===== src/rtl/uart_tx_byte.sv =====
// 8N1/8N2 UART transmitter fed by the register-file dump engine.
// Tx_busy rises the cycle after an accepted strobe and paces the engine byte by byte.
module uart_tx_byte #(
    parameter int CLKS_PER_BIT = 434,
    parameter int STOP_BITS    = 1
) (
    input  logic       clk_50M,
    input  logic       rst,
    input  logic [7:0] data_in,
    input  logic       Ready_Byte,
    output logic       tx,
    output logic       Tx_busy,
    output logic       overrun
);

    typedef enum logic [1:0] {
        IDLE,
        START,
        DATA,
        STOP
    } state_t;

    localparam logic [15:0] LAST_CYCLE = 16'(CLKS_PER_BIT - 1);
    localparam logic        LAST_STOP  = 1'(STOP_BITS - 1);

    state_t      state, state_n;
    logic [15:0] cycle_cnt, cycle_cnt_n;
    logic [2:0]  bit_idx, bit_idx_n;
    logic        stop_idx, stop_idx_n;
    logic [7:0]  shift, shift_n;
    logic        tx_n, busy_n, overrun_n;
    logic        bit_end, final_stop, accept;

    always_ff @(posedge clk_50M) begin
        if (!rst) begin
            state     <= IDLE;
            cycle_cnt <= '0;
            bit_idx   <= '0;
            stop_idx  <= 1'b0;
            shift     <= '0;
            tx        <= 1'b1;
            Tx_busy   <= 1'b0;
            overrun   <= 1'b0;
        end else begin
            state     <= state_n;
            cycle_cnt <= cycle_cnt_n;
            bit_idx   <= bit_idx_n;
            stop_idx  <= stop_idx_n;
            shift     <= shift_n;
            tx        <= tx_n;
            Tx_busy   <= busy_n;
            overrun   <= overrun_n;
        end
    end

    // A strobe is only taken in IDLE or on the very last stop cycle; anything else while busy is dropped.
    always_comb begin
        state_n     = state;
        cycle_cnt_n = cycle_cnt;
        bit_idx_n   = bit_idx;
        stop_idx_n  = stop_idx;
        shift_n     = shift;
        tx_n        = tx;
        busy_n      = Tx_busy;
        overrun_n   = overrun;

        bit_end    = (cycle_cnt == LAST_CYCLE);
        final_stop = (state == STOP) && bit_end && (stop_idx == LAST_STOP);
        accept     = Ready_Byte && ((state == IDLE) || final_stop);

        if (Ready_Byte && Tx_busy && !accept) begin
            overrun_n = 1'b1;
        end

        if (state != IDLE) begin
            cycle_cnt_n = bit_end ? 16'd0 : cycle_cnt + 16'd1;
        end

        case (state)
            IDLE: begin
            end
            START: begin
                if (bit_end) begin
                    tx_n      = shift[0];
                    bit_idx_n = 3'd0;
                    state_n   = DATA;
                end
            end
            DATA: begin
                if (bit_end) begin
                    if (bit_idx == 3'd7) begin
                        tx_n       = 1'b1;
                        stop_idx_n = 1'b0;
                        state_n    = STOP;
                    end else begin
                        tx_n      = shift[1];
                        shift_n   = {1'b0, shift[7:1]};
                        bit_idx_n = bit_idx + 3'd1;
                    end
                end
            end
            STOP: begin
                if (bit_end) begin
                    if (stop_idx == LAST_STOP) begin
                        busy_n  = 1'b0;
                        state_n = IDLE;
                    end else begin
                        stop_idx_n = stop_idx + 1'b1;
                    end
                end
            end
            default: begin
                state_n = IDLE;
            end
        endcase

        // Acceptance overrides the stop-bit exit so back-to-back frames have no idle gap.
        if (accept) begin
            shift_n     = data_in;
            tx_n        = 1'b0;
            busy_n      = 1'b1;
            cycle_cnt_n = 16'd0;
            state_n     = START;
        end
    end

endmodule

===== config.mk =====
export PLATFORM = sky130hd
export DESIGN_NAME = uart_tx_byte
export DESIGN_NICKNAME = d
export VERILOG_FILES = /design/src/rtl/uart_tx_byte.sv
export SDC_FILE = /design/constraint.sdc
export NUM_CORES = 1
export LEC_CHECK = 0
export ABC_AREA = 1
export CORE_ASPECT_RATIO = 1.5
export CORE_MARGIN = 3
export CORE_UTILIZATION = 30
export DETAILED_ROUTE_END_ITERATION = 8
export SLEW_MARGIN = 20
export SYNTH_ARGS = -nofsm -noshare
export SYNTH_HDL_FRONTEND = slang
export SYNTH_SLANG_ARGS = --single-unit

===== constraint.sdc =====
create_clock -name clk_50M -period 1.35 [get_ports clk_50M]
set_input_delay 0.2025 -clock clk_50M [delete_from_list [all_inputs] [get_ports clk_50M]]
set_output_delay 0.2025 -clock clk_50M [all_outputs]
set_load 0.005 [all_outputs]

# Yosys cells after proc, flatten, opt, wreduce, memory -nomap -nowiden
# Index checks and enable logic that the tools add are counted.
[word_totals] ff_bits=33 inputBits=11 out_inout_bits=3
[classes] addsub=3 eq_ne=18 n_mux=30 bitwise_logic=2 reduce_logical=25
[ops] op="$mux 8" n=4
[ops] op="$add 16x1->16 const B" n=1
[ops] op="$eq 16x9->1 const B" n=1
[ops] op="$mux 16" n=1
[ops] op="$ne 3x3->1 const B" n=5
[ops] op="$ne 2x2->1 const B" n=7
[ops] op="$mux 1" n=13
[ops] op="$reduce_and 6->1" n=2
[ops] op="$reduce_bool 2->1" n=6
[ops] op="$mux 2" n=5
[ops] op="$mux 3" n=3
[ops] op="$reduce_and 3->1" n=3
[ops] op="$reduce_and 4->1" n=2
[ops] op="$pmux 2 s3" n=1
[ops] op="$pmux 3 s2" n=1
[ops] op="$reduce_bool 3->1" n=2
[ops] op="$logic_and 1x1->1" n=5
[ops] op="$eq 2x2->1 const B" n=2
[ops] op="$pmux 1 s2" n=2
[ops] op="$reduce_bool 4->1" n=1
[ops] op="$add 3x1->3 const B" n=1
[ops] op="$eq 3x3->1 const B" n=1
[ops] op="$eq 2x1->1 const B" n=1
[ops] op="$logic_not 2->1" n=1
[ops] op="other kinds (6)" n=7

# Depth between registers and ports, before layout
# Gate-level depths: netlist of run 1.
[depth] depth_word=7 mapped_depth=12 mapped_depth_nobuf=12

# Worst setup path before layout of run 1
# Ideal clock, no wire load.
[synth_path] path_kind="flip-flop to flip-flop" from="reg cycle_cnt[0]" to="reg shift[2]" setup_time_ns=0.109 t_arrival_ns=1.355 required_time_ns=1.241 path_slack_ns=-0.114 stages_incl_launch_ff=12 synth_period_minus_slack_ns=1.464 path_cell_list="dfxtp_1 > ha_1 > nand2_1 > nor2_2 > nand3_2 > nand2_4 > nand2_4 > buf_6 > nand3_1 > nand3_1 > nand2_1 > inv_1"
[synth_via] elab_chain_cells=7
[synth_rtl] element="start, declared" line="27" rtl="logic [15:0] cycle_cnt, cycle_cnt_n;"
[synth_rtl] element="start signal, assigned" line="46" rtl="cycle_cnt <= cycle_cnt_n;"
[synth_rtl] element="$eq 16x9->1 *" line="67" rtl="bit_end = (cycle_cnt == LAST_CYCLE);"
[synth_rtl] element="$logic_and 1x1->1 (2 in series)" line="68" rtl="final_stop = (state == STOP) && bit_end && (stop_idx == LAST_STOP);"
[synth_rtl] element="$logic_or 1x1->1" line="69" rtl="accept = Ready_Byte && ((state == IDLE) || final_stop);"
[synth_rtl] element="$logic_and 1x1->1" line="69"
[synth_rtl] element="$ne 2x2->1 (no source line) / $reduce_bool 2->1 (equally long branches)"
[synth_rtl] element="$reduce_and 3->1 (no source line)"
[synth_rtl] element="end signal, assigned" line="49" rtl="shift <= shift_n;"
[synth_rtl] element="end, declared" line="30" rtl="logic [7:0] shift, shift_n;"
# Mark *: on every way between the ends. The rest lies on a longest branch, timed or not.
# A chain may end at the register's enable or synchronous reset.

# Worst setup path in the final report of run 1
[layout_path] from="reg cycle_cnt[1]" to="reg state[0]"
[layout_via] elab_chain_cells=7
[layout_rtl] element="$eq 16x9->1 *" line="67"
[layout_rtl] element="$logic_and 1x1->1 (2 in series)" line="68"
[layout_rtl] element="$logic_or 1x1->1" line="69"
[layout_rtl] element="$logic_and 1x1->1" line="69"
[layout_rtl] element="$ne 3x3->1 (no source line) / $reduce_bool 4->1 (equally long branches)"
[layout_rtl] element="$reduce_and 6->1 (no source line)"
[layout_rtl] element="end signal, assigned" line="45" rtl="state <= state_n;"
[layout_rtl] element="end, declared" line="26" rtl="state_t state, state_n;"
# Marks and branches as above.

==> results_tabular.tex, run 1 <==
\begin{tabular}{lr}
\hline
Metric & Value \\
\hline
\multicolumn{2}{l}{\textbf{Final layout}} \\
Synth-to-Final Area Change & 57.5\% \\
Number of antenna diodes & 0 \\
Layout Nets & between 300 and 400 \\
Filler instances & between 500 and 600 \\
Ratio of cells with drive above 1 in the final layout & 0.444 \\
\multicolumn{2}{l}{\textbf{Global routing}} \\
Number of global-route vias before repair & 1657 \\
Largest net degree at the start of global routing & 13 \\
Tot GR Track Use & 0.141 \\
Wire length of the first global-routing pass & 7130 µm \\
Number of antenna violations at the first check in global routing & 0 \\
Remaining global-route overflow & 0 \\
\multicolumn{2}{l}{\textbf{Setup path}} \\
Startpoint of the worst setup timing path & cycle\_cnt[1] \\
Nature of the critical path startpoint & flop \\
Biggest fanout along the worst timing path & 5 \\
Required time of the critical path & 1.57 ns \\
Reg2reg path depth & 10 \\
Class of the most critical setup path & reg -> reg \\
Setup slack of the worst register-to-register path & -0.14 ns \\
Element type at the critical path end & flop \\
Reg-to-reg critical path startpoint & cycle\_cnt[1] \\
CP endpoint & state[0] \\
Endpoint of the lowest-slack register-to-register path & state[0] \\
Arrival @ worst endpoint & 1.71 ns \\
\multicolumn{2}{l}{\textbf{Power}} \\
Power per Cell Area & 790 nW/µm² \\
Leakage power & between 1 and 1.5 nW \\
Post-layout power & 2.08 mW \\
Peak supply drop & about 0.00053 V \\
\multicolumn{2}{l}{\textbf{STA}} \\
Relative slew slack & 0.765 \\
Setup slack of the critical path after layout & -0.138 ns \\
Minimum clock period & 1.49 ns \\
Worst-margin pin slew & between 0.3 and 0.4 ns \\
Setup Skew & 0.00922 ns \\
Max-slew violation total from the final report & 0 \\
Period utilisation layout & 1.10 \\
Final Hold Viols & 0 \\
Setup repair after global routing missed its margin & yes \\
Min Hold Slack & 0.447 ns \\
Fmax & 672 MHz \\
Total setup violations reported at the end of the flow & 31 \\
\multicolumn{2}{l}{\textbf{Detailed routing}} \\
Final routed DRC violation total & 0 \\
Wirelength, routed & 4180 µm \\
Average wire length per cell after detail routing & 11.3 µm \\
Number of design-rule violations left by the first detailed-router iteration & 44 \\
Detailed-routing iteration count for the pre-antenna-repair pass & 4 \\
Post-detailed-route via-to-cell ratio & 4.54 \\
Total via count in the routed design & between 1500 and 2000 \\
Remaining antenna violation count & 0 \\
\multicolumn{2}{l}{\textbf{Floorplan}} \\
Die boundary width & between 60 and 70 µm \\
Die Y & 97.4 µm \\
Std cell rows & 32 \\
Overall die area & 6520 µm² \\
Placeable core region & $\sim$5300 µm² \\
Effective utilization at floorplan & 0.316 \\
Top-level I/O count & 14 \\
\multicolumn{2}{l}{\textbf{Clock tree}} \\
Clock Tree Buf Depth & 2 \\
Insertion delay to the later sink of the worst-skew pair & 0.29 ns \\
Register clock-pin slew on the reported worst setup and hold paths & 0.08 ns \\
CTS root buf & clkbuf\_8 \\
Number of clock sinks seen by CTS & 32 \\
\# hold bufs at CTS & 0 \\
Number of buffers added by the clock tree synthesis step & 5 \\
Number of H-tree levels & 2 \\
Clock tree from TritonCTS & done \\
\multicolumn{2}{l}{\textbf{Min path}} \\
Worst Hold Class & reg -> reg \\
Hold path startpoint & overrun \\
\multicolumn{2}{l}{\textbf{Synthesis}} \\
Flip-flop and latch count after synthesis & 32 \\
Syn Std Cell Area & 1670 µm² \\
Number of distinct library cells after synthesis & 30 \\
Syn\_nets & 243 \\
Post-synthesis sequential area ratio & 0.383 \\
Async set-or-reset flop fraction in the synthesized netlist & 0 \\
Average size of a mapped cell & 7.33 µm² \\
Prevailing post-synth register cell & dfxtp\_1 \\
Synthesized instance count & 228 \\
Number of flops mapped to enable cells by yosys & 0 \\
Yosys synthesis warning count & 0 \\
\multicolumn{2}{l}{\textbf{Placed design}} \\
Port buffer count & 13 \\
Final weighted congestion in routability-driven placement & 0.796 \\
DP Wirelength & 3000 µm \\
\multicolumn{2}{l}{\textbf{Job}} \\
Max-cap violations & 0 \\
\multicolumn{2}{l}{\textbf{Status}} \\
Status & finished with violations \\
Violations in the final reports & negative setup slack \\
\hline
\end{tabular}
-- cells in the mapped netlist, types with 2 or more instances --
| cell | n | area share |
|---|---|---|
| a21oi_1 | 11 | 0.033 |
| a31oi_1 | 2 | 0.0075 |
| buf_6 | 2 | 0.013 |
| dfxtp_1 | 32 | 0.38 |
| ha_1 | 4 | 0.030 |
| inv_1 | 21 | 0.047 |
| inv_2 | 7 | 0.016 |
| nand2_1 | 43 | 0.097 |
| nand2_2 | 4 | 0.015 |
| nand2_4 | 2 | 0.013 |
| nand3_1 | 24 | 0.072 |
| nand3_2 | 2 | 0.012 |
| nand4_1 | 2 | 0.0075 |
| nor2_1 | 32 | 0.072 |
| nor2_2 | 7 | 0.026 |
| nor2_4 | 4 | 0.027 |
| nor3_1 | 6 | 0.018 |
| nor3_2 | 2 | 0.012 |
| o21ai_0 | 3 | 0.0090 |
| o22ai_1 | 2 | 0.0075 |
| xnor2_1 | 3 | 0.016 |
| xor2_1 | 5 | 0.026 |
-- state kept, by name (all words and copies together) (netlist names) --
signal	count
tx	1
overrun	1
cycle_cnt	16
shift	8
state	2
Tx_busy	1
bit_idx	3
-- cell type report --
cell class                      instances  area [µm²]  share of cell area
Inverter                               28         108              0.0409
Tap cell                               68        85.1              0.0323
Multi-Input combinational cell        166        1110               0.422
Clock buffer                            6        82.6              0.0314
Timing Repair Buffer                   68         579               0.220
Sequential cell                        32         652               0.248
Clock inverter                          2        15.0             0.00570
-- power by group --
| group | leakage, nW | switching (mW) | internal [mW] | total (mW) |
|---|---|---|---|---|
| Combinational | 0.813 | 0.136 | 0.146 | 0.282 |
| Clock | 0.0434 | 0.390 | 0.413 | 0.803 |
| Sequential | 0.264 | 0.0227 | 0.972 | 0.994 |
-- per-stage QoR --
stage               TNS, ns  utilization  instance area [µm²]  instances  setup WS (ns)
CTS                   -2.86        0.480                 2530        367         -0.145
finish                -2.89        0.498                 2630        370         -0.138
floorplan            -0.202            -                 1740        228        -0.0235
global route          -5.69        0.498                 2630        370         -0.241
global placement      -2.19        0.436                 2300        354         -0.121
detailed placement    -2.52        0.436                 2300        354         -0.136
-- per-layer routing --
| metal | global-route usage | wire length [µm] |
|---|---|---|
| met3 | 0.0370 | 102 |
| met4 | 0.0734 | 123 |
| met2 | 0.249 | 2320 |
| met5 | 0 | 0 |
| met1 | 0.148 | 1630 |
-- worst max-delay path, cell delays in order (launching register included) --
cell and delay [ns]:
dfxtp_2 0.33, inv_2 0.07, ha_4 0.15, nand2_4 0.05
nor2_4 0.12, nand3_4 0.13, nand2_8 0.13, nand2_8 0.07
buf_6 0.15, buf_4 0.12, a31oi_1 0.10
-- cells in the final DEF (no fill, tap or decap), types with 3 or more instances in the layout --
cell type	count
nor2_2	6
nand2_2	11
inv_2	10
nand3_2	7
nor2_4	8
clkdlybuf4s50_1	10
a21oi_1	10
dfxtp_1	25
clkbuf_8	6
nand3_1	17
xor2_1	4
nor2_1	29
dfxtp_2	6
xnor2_1	3
buf_4	51
nor3_1	3
nand2_1	35
inv_1	17
o21ai_0	3
nor3_2	3
-- worst min path at each step --
stage | endpoint | slack, ns | depth (start not counted)
finish | overrun | 0.45 | 2
global route | overrun | 0.46 | 2
CTS | overrun | 0.45 | 2
detailed placement | overrun | 0.44 | 2
global placement | overrun | 0.44 | 2
floorplan | shift[7] | 0.35 | 2
-- timing repair --
item / 4_1_cts / 5_1_grt
resized for setup: 23 / 17
cloned: 1 / 0
pin swaps: 8 / 10
setup endpoints to repair: 33 / 34
setup buffers: 4 / 3
-- cell families after synthesis --
logic type                 synth area share
and+or+nand+nor                       0.379
DFF                                   0.383
buffers and inverters                0.0793
AOI/OAI and AO/OA                    0.0868
xor gates and xnor gates             0.0419
adders and majority gates            0.0299
(Power assumes the default switching activity.)
==> inputs of run 2 (changes only) <==
--- a/config.mk
+++ b/config.mk
@@ -10,6 +10,8 @@
 export CORE_MARGIN = 3
 export CORE_UTILIZATION = 30
 export DETAILED_ROUTE_END_ITERATION = 8
+export GPL_ROUTABILITY_DRIVEN = 0
+export PLACE_DENSITY_LB_ADDON = 0.15
 export SLEW_MARGIN = 20
 export SYNTH_ARGS = -nofsm -noshare
 export SYNTH_HDL_FRONTEND = slang
==> results_tabular.tex, run 2 (same netlist as run 1, synthesis figures left out) <==
\begin{tabular}{lr}
\hline
Metric & Value \\
\hline
\multicolumn{2}{l}{\textbf{Setup path}} \\
Required time of the critical path & 1.55 ns \\
Reg-to-reg critical path startpoint & cycle\_cnt[1] \\
Arrival @ worst endpoint & around 1.7 ns \\
Largest delay share family, worst path & simple AND/OR/NAND/NOR gates \\
Reg2reg path depth & 12 \\
Delay of the slowest cell on the worst path & $\sim$0.34 ns \\
Class of the most critical setup path & reg -> reg \\
Most common cell type on the critical path & nand2\_4 \\
Setup slack of the worst register-to-register path & -0.19 ns \\
Highest-delay cell along the critical path & dfxtp\_2 \\
Nature of the critical path startpoint & flop \\
Combined buffer and inverter count along the critical path & 3 \\
CP cell instances & inv\_2 -> ha\_4 -> nand2\_4 -> nor2\_4 -> nand3\_4 -> nand2\_4 -> nand2\_8 -> buf\_12 -> nand3\_1 -> nand3\_2 -> nand2\_1 -> inv\_1 \\
Endpoint of the lowest-slack register-to-register path & shift[0] \\
Biggest fanout along the worst timing path & 7 \\
Element type at the critical path end & flop \\
\multicolumn{2}{l}{\textbf{Final layout}} \\
Utilization after layout & 0.531 \\
Top Registers & cycle\_cnt: 16 flops, shift: 8 flops, bit\_idx: 3 flops \\
Layout Nets & 320 \\
Area occupied by multi-input gates & 1200 µm² \\
Top library cells by usage in the layout, fill and taps aside & buf\_4 (49), nand2\_1 (29), dfxtp\_1 (25) \\
Ratio of cells with drive above 1 in the final layout & 0.523 \\
Number of antenna diodes & 0 \\
Final std cell area, no fill & 2810 µm² \\
Synth-to-Final Area Change & 67.8\% \\
Final Non-Filler Cells & 374 \\
Number of flip-flops under the largest register name & 16 \\
Filler instances & between 500 and 600 \\
Area taken by flip-flops and latches & between 600 and 700 µm² \\
Register bank with the most flops & cycle\_cnt \\
Most common library cell in the layout ignoring fill and taps & buf\_4 \\
\multicolumn{2}{l}{\textbf{Floorplan}} \\
Die Y & 97.4 µm \\
Top-level I/O count & 14 \\
Std cell rows & 32 \\
Placeable core region & approximately 5300 µm² \\
Die boundary width & 67.0 µm \\
Effective utilization at floorplan & 0.316 \\
Overall die area & 6520 µm² \\
\multicolumn{2}{l}{\textbf{Clock tree}} \\
Number of clock sinks seen by CTS & 32 \\
Clock tree from TritonCTS & done \\
Register clock-pin slew on the reported worst setup and hold paths & 0.07 ns \\
Clock Tree Buf Depth & 2 \\
Number of H-tree levels & 2 \\
Number of buffers added by the clock tree synthesis step & 5 \\
CTS root buf & clkbuf\_8 \\
Insertion delay to the later sink of the worst-skew pair & 0.29 ns \\
\# hold bufs at CTS & 0 \\
\multicolumn{2}{l}{\textbf{Power}} \\
Power per Cell Area & 774 nW/µm² \\
Post-layout power & 2.17 mW \\
Peak supply drop & roughly 0.0005 V \\
Leakage power & 1.14 nW \\
\multicolumn{2}{l}{\textbf{Detailed routing}} \\
Detailed-routing iteration count for the pre-antenna-repair pass & 4 \\
Number of design-rule violations left by the first detailed-router iteration & 49 \\
Total via count in the routed design & 1687 \\
Wirelength, routed & approximately 4400 µm \\
Remaining antenna violation count & 0 \\
Final routed DRC violation total & 0 \\
Average wire length per cell after detail routing & 11.9 µm \\
Post-detailed-route via-to-cell ratio & 4.51 \\
\multicolumn{2}{l}{\textbf{STA}} \\
Setup Skew & 0.00802 ns \\
Setup slack of the critical path after layout & -0.187 ns \\
Final Hold Viols & 0 \\
Worst-margin pin slew & 0.390 ns \\
Total setup violations reported at the end of the flow & 32 \\
Setup repair after global routing missed its margin & yes \\
Accumulated negative setup slack & -3.23 ns \\
Fmax & roughly 650 MHz \\
Max-slew violation total from the final report & 0 \\
Minimum clock period & between 1.5 and 2 ns \\
Period utilisation layout & 1.14 \\
Min Hold Slack & 0.462 ns \\
Relative slew slack & 0.740 \\
\multicolumn{2}{l}{\textbf{Status}} \\
Status & finished with violations \\
Violations in the final reports & negative setup slack \\
\multicolumn{2}{l}{\textbf{Placed design}} \\
Port buffer count & 13 \\
Post-Place Cells & $\sim$350 \\
Placed cell areas & 2320 µm² \\
Placement Setup Slack & -0.161 ns \\
DP Wirelength & around 3100 µm \\
\multicolumn{2}{l}{\textbf{Global routing}} \\
Tot GR Track Use & 0.146 \\
Remaining global-route overflow & 0 \\
Number of antenna violations at the first check in global routing & 0 \\
Number of global-route vias before repair & 1712 \\
Wire length of the first global-routing pass & 7310 µm \\
Largest net degree at the start of global routing & 11 \\
\multicolumn{2}{l}{\textbf{Min path}} \\
Endpoint of the worst hold-timing path & shift[7] \\
Hold Path Depth & 3 \\
Worst Hold Class & in -> reg \\
Hold path startpoint & data\_in[7] \\
\multicolumn{2}{l}{\textbf{Job}} \\
Max-cap violations & 0 \\
\hline
\end{tabular}
[run 2: cell count changes in the layout (fill, tap and decap cells not counted), sizes merged]
cell	previous run	this run
clkbuf	6	8
clkdlybuf4s50	10	11
clkinvlp	2	0
buf	55	60
nand2	50	49
dlygate4sd2	1	2
dlymetal6s2s	2	0
[run 2: worst max path at each step]
stage / end / start / depth (start not counted) / slack, ns
2_1_floorplan: cycle_cnt[0] / cycle_cnt[1] / 10 / -0.02
6_report: shift[0] / cycle_cnt[1] / 12 / -0.19
5_1_grt: shift[0] / cycle_cnt[1] / 12 / -0.30
4_1_cts: shift[1] / cycle_cnt[1] / 12 / -0.15
3_3_place_gp: shift[1] / cycle_cnt[9] / 11 / -0.15
3_5_place_dp: cycle_cnt[0] / cycle_cnt[1] / 10 / -0.16
[run 2: metal layers]
metal	vias to the layer above	share of wire	global-route usage
met5	-	0	0
met4	0	0.023	0.0609
met3	9	0.023	0.0359
met2	19	0.56	0.263
met1	773	0.39	0.156
li1	886	-	-
[run 2: layout make-up]
type | count | share of cell area
clock buffers | 8 | 0.0357
inverters | 28 | 0.0384
multi-input cells | 165 | 0.429
flip-flops and latches | 32 | 0.232
well taps | 68 | 0.0303
repair buffers | 73 | 0.234
[run 2: repair_timing]
item | CTS | global route
setup endpoints to repair | 34 | 32
setup buffers | 8 | 5
gates cloned | 1 | 0
endpoints found under the hold margin | 0 | 0
pin swaps | 1 | 24
gates resized for setup | 20 | 54
[run 2: worst reg2reg max path: stages, from the launching register on]
cell and delay (ns):
dfxtp_2 0.34, inv_2 0.07, ha_4 0.14, nand2_4 0.05, nor2_4 0.14, nand3_4 0.09, nand2_4 0.11, nand2_8 0.09
buf_12 0.17, nand3_1 0.09, nand3_2 0.07, nand2_1 0.05, inv_1 0.03
[run 2: where the power goes]
group	switching, mW	total (mW)	internal [mW]	leakage (nW)
clock network	0.366	0.831	0.465	0.0515
registers	0.0219	0.994	0.972	0.264
logic	0.165	0.345	0.180	0.823
==> inputs of run 3 (changes only) <==
--- a/config.mk
+++ b/config.mk
@@ -6,6 +6,8 @@
 export NUM_CORES = 1
 export LEC_CHECK = 0
 export ABC_AREA = 1
+export CELL_PAD_IN_SITES_DETAIL_PLACEMENT = 0
+export CELL_PAD_IN_SITES_GLOBAL_PLACEMENT = 1
 export CORE_ASPECT_RATIO = 1.5
 export CORE_MARGIN = 3
 export CORE_UTILIZATION = 30
==> results_tabular.tex, run 3 (same netlist as run 1, synthesis figures left out) <==
\begin{tabular}{lr}
\hline
Metric & Value \\
\hline
\multicolumn{2}{l}{\textbf{Setup path}} \\
Required time of the critical path & 1.53 ns \\
Arrival @ worst endpoint & between 1.5 and 2 ns \\
CP cell instances & inv\_4 -> ha\_4 -> nand2\_4 -> nor2\_4 -> nand3\_4 -> nand2\_8 -> nand2\_8 -> nand2\_8 -> clkbuf\_16 -> a211oi\_1 \\
Most common cell type on the critical path & nand2\_8 \\
Class of the most critical setup path & reg -> reg \\
Delay of the slowest cell on the worst path & 0.37 ns \\
Nature of the critical path startpoint & flop \\
Biggest fanout along the worst timing path & 7 \\
Combined buffer and inverter count along the critical path & 2 \\
Largest delay share family, worst path & simple AND/OR/NAND/NOR gates \\
Highest-delay cell along the critical path & dfxtp\_4 \\
Element type at the critical path end & flop \\
\multicolumn{2}{l}{\textbf{Final layout}} \\
Ratio of cells with drive above 1 in the final layout & 0.474 \\
Most common library cell in the layout ignoring fill and taps & buf\_4 \\
Number of flip-flops under the largest register name & 16 \\
Number of antenna diodes & 0 \\
Top library cells by usage in the layout, fill and taps aside & buf\_4 (49), nand2\_1 (33), dfxtp\_1 (25) \\
Final Non-Filler Cells & between 300 and 400 \\
Utilization after layout & 0.516 \\
Synth-to-Final Area Change & 63.2\% \\
Register bank with the most flops & cycle\_cnt \\
Layout Nets & approximately 320 \\
Filler instances & around 540 \\
Top Registers & cycle\_cnt: 16 flops, shift: 8 flops, bit\_idx: 3 flops \\
\multicolumn{2}{l}{\textbf{Floorplan}} \\
Std cell rows & 32 \\
Placeable core region & 5290 µm² \\
Overall die area & 6520 µm² \\
Die Y & 97.4 µm \\
Effective utilization at floorplan & 0.316 \\
Die boundary width & approximately 67 µm \\
Top-level I/O count & 14 \\
\multicolumn{2}{l}{\textbf{Detailed routing}} \\
Post-detailed-route via-to-cell ratio & between 4 and 5 \\
Average wire length per cell after detail routing & 11.8 µm \\
Total via count in the routed design & 1692 \\
Detailed-routing iteration count for the pre-antenna-repair pass & 4 \\
Wirelength, routed & 4410 µm \\
Number of design-rule violations left by the first detailed-router iteration & 40 \\
Remaining antenna violation count & 0 \\
Final routed DRC violation total & 0 \\
\multicolumn{2}{l}{\textbf{Clock tree}} \\
Number of buffers added by the clock tree synthesis step & 5 \\
Number of H-tree levels & 2 \\
\# hold bufs at CTS & 0 \\
Number of clock sinks seen by CTS & 32 \\
Register clock-pin slew on the reported worst setup and hold paths & approximately 0.07 ns \\
Insertion delay to the later sink of the worst-skew pair & 0.28 ns \\
Clock tree from TritonCTS & done \\
CTS root buf & clkbuf\_8 \\
Clock Tree Buf Depth & 2 \\
\multicolumn{2}{l}{\textbf{STA}} \\
Relative slew slack & 0.696 \\
Max-slew violation total from the final report & 0 \\
Total setup violations reported at the end of the flow & 32 \\
Setup repair after global routing missed its margin & yes \\
Fmax & 664 MHz \\
Period utilisation layout & 1.12 \\
Final Hold Viols & 0 \\
Minimum clock period & 1.51 ns \\
Min Hold Slack & 0.442 ns \\
Worst-margin pin slew & 0.455 ns \\
Setup slack of the critical path after layout & -0.156 ns \\
Setup Skew & between 0.008 and 0.009 ns \\
\multicolumn{2}{l}{\textbf{Power}} \\
Peak supply drop & between 0.0006 and 0.0007 V \\
Power per Cell Area & 778 nW/µm² \\
Post-layout power & 2.12 mW \\
Leakage power & 1.12 nW \\
\multicolumn{2}{l}{\textbf{Global routing}} \\
Remaining global-route overflow & 0 \\
Wire length of the first global-routing pass & 7530 µm \\
Largest net degree at the start of global routing & 13 \\
Tot GR Track Use & 0.151 \\
Number of global-route vias before repair & 1766 \\
Number of antenna violations at the first check in global routing & 0 \\
\multicolumn{2}{l}{\textbf{Status}} \\
Status & finished with violations \\
Violations in the final reports & negative setup slack \\
\multicolumn{2}{l}{\textbf{Placed design}} \\
Placement Setup Slack & -0.183 ns \\
DP Wirelength & 3300 µm \\
Port buffer count & 13 \\
Post-Place Cells & 355 \\
\multicolumn{2}{l}{\textbf{Min path}} \\
Worst Hold Class & reg -> reg \\
\multicolumn{2}{l}{\textbf{Job}} \\
Max-cap violations & 0 \\
\hline
\end{tabular}
-- run 3: cell types whose count changed in the layout (fill, tap and decap cells not counted), sizes merged --
cell,previous run,this run
buf,60,56
dlymetal6s2s,0,1
dlygate4sd2,2,1
nand2,49,50
clkbuf,8,9
-- run 3: final timing paths --
path,startpoint,endpoint,slack (ns),cells past startpoint
worst max-delay path,cycle_cnt[1],cycle_cnt[0],-0.16,10
worst min-delay path,overrun,overrun,0.44,2
worst max register to register,cycle_cnt[1],cycle_cnt[0],-0.16,10
worst min register to register,overrun,overrun,0.44,2
-- run 3: metal layers --
layer,vias up,wire [µm],global-route usage
li1,883,-,-
met1,786,1650,0.150
met2,17,2590,0.286
met3,6,96,0.0382
met4,0,73,0.0578
met5,-,0,0
-- run 3: tightest hold or removal path, delay by kind of cell (launching register included) --
kind                   cells  cell delay (ns)
AO/OA/AOI/OAI              1             0.05
buffers and inverters      1             0.04
flip-flops                 1             0.32
-- run 3: report_power, final --
part / switching [mW] / internal [mW] / total, mW / leakage, nW
clock: 0.357 / 0.466 / 0.822 / 0.0515
sequential: 0.0208 / 0.968 / 0.989 / 0.264
combinational: 0.152 / 0.159 / 0.311 / 0.801
-- run 3: cell type report --
cell class | instances | area, µm² | area share
timing repair buffer | 70 | 621 | 0.227
sequential | 32 | 657 | 0.241
clock buffer | 8 | 100 | 0.0367
tap | 68 | 85.1 | 0.0312
multi-input combinational | 166 | 1160 | 0.424
inverter | 28 | 110 | 0.0403
-- run 3: repair_timing --
item                       in CTS  in global routing
cloned                          1                  1
pin swaps                       4                 12
buffers inserted                4                  4
setup endpoints to repair      33                 34
resized for setup              24                 35
-- run 3: metrics by stage --
step	TNS, ns	area (µm²)
floorplan	-0.202	1740
global placement	-2.82	2320
detailed placement	-3.75	2320
CTS	-2.58	2540
global route	-6.05	2730
finish	-3.13	2730
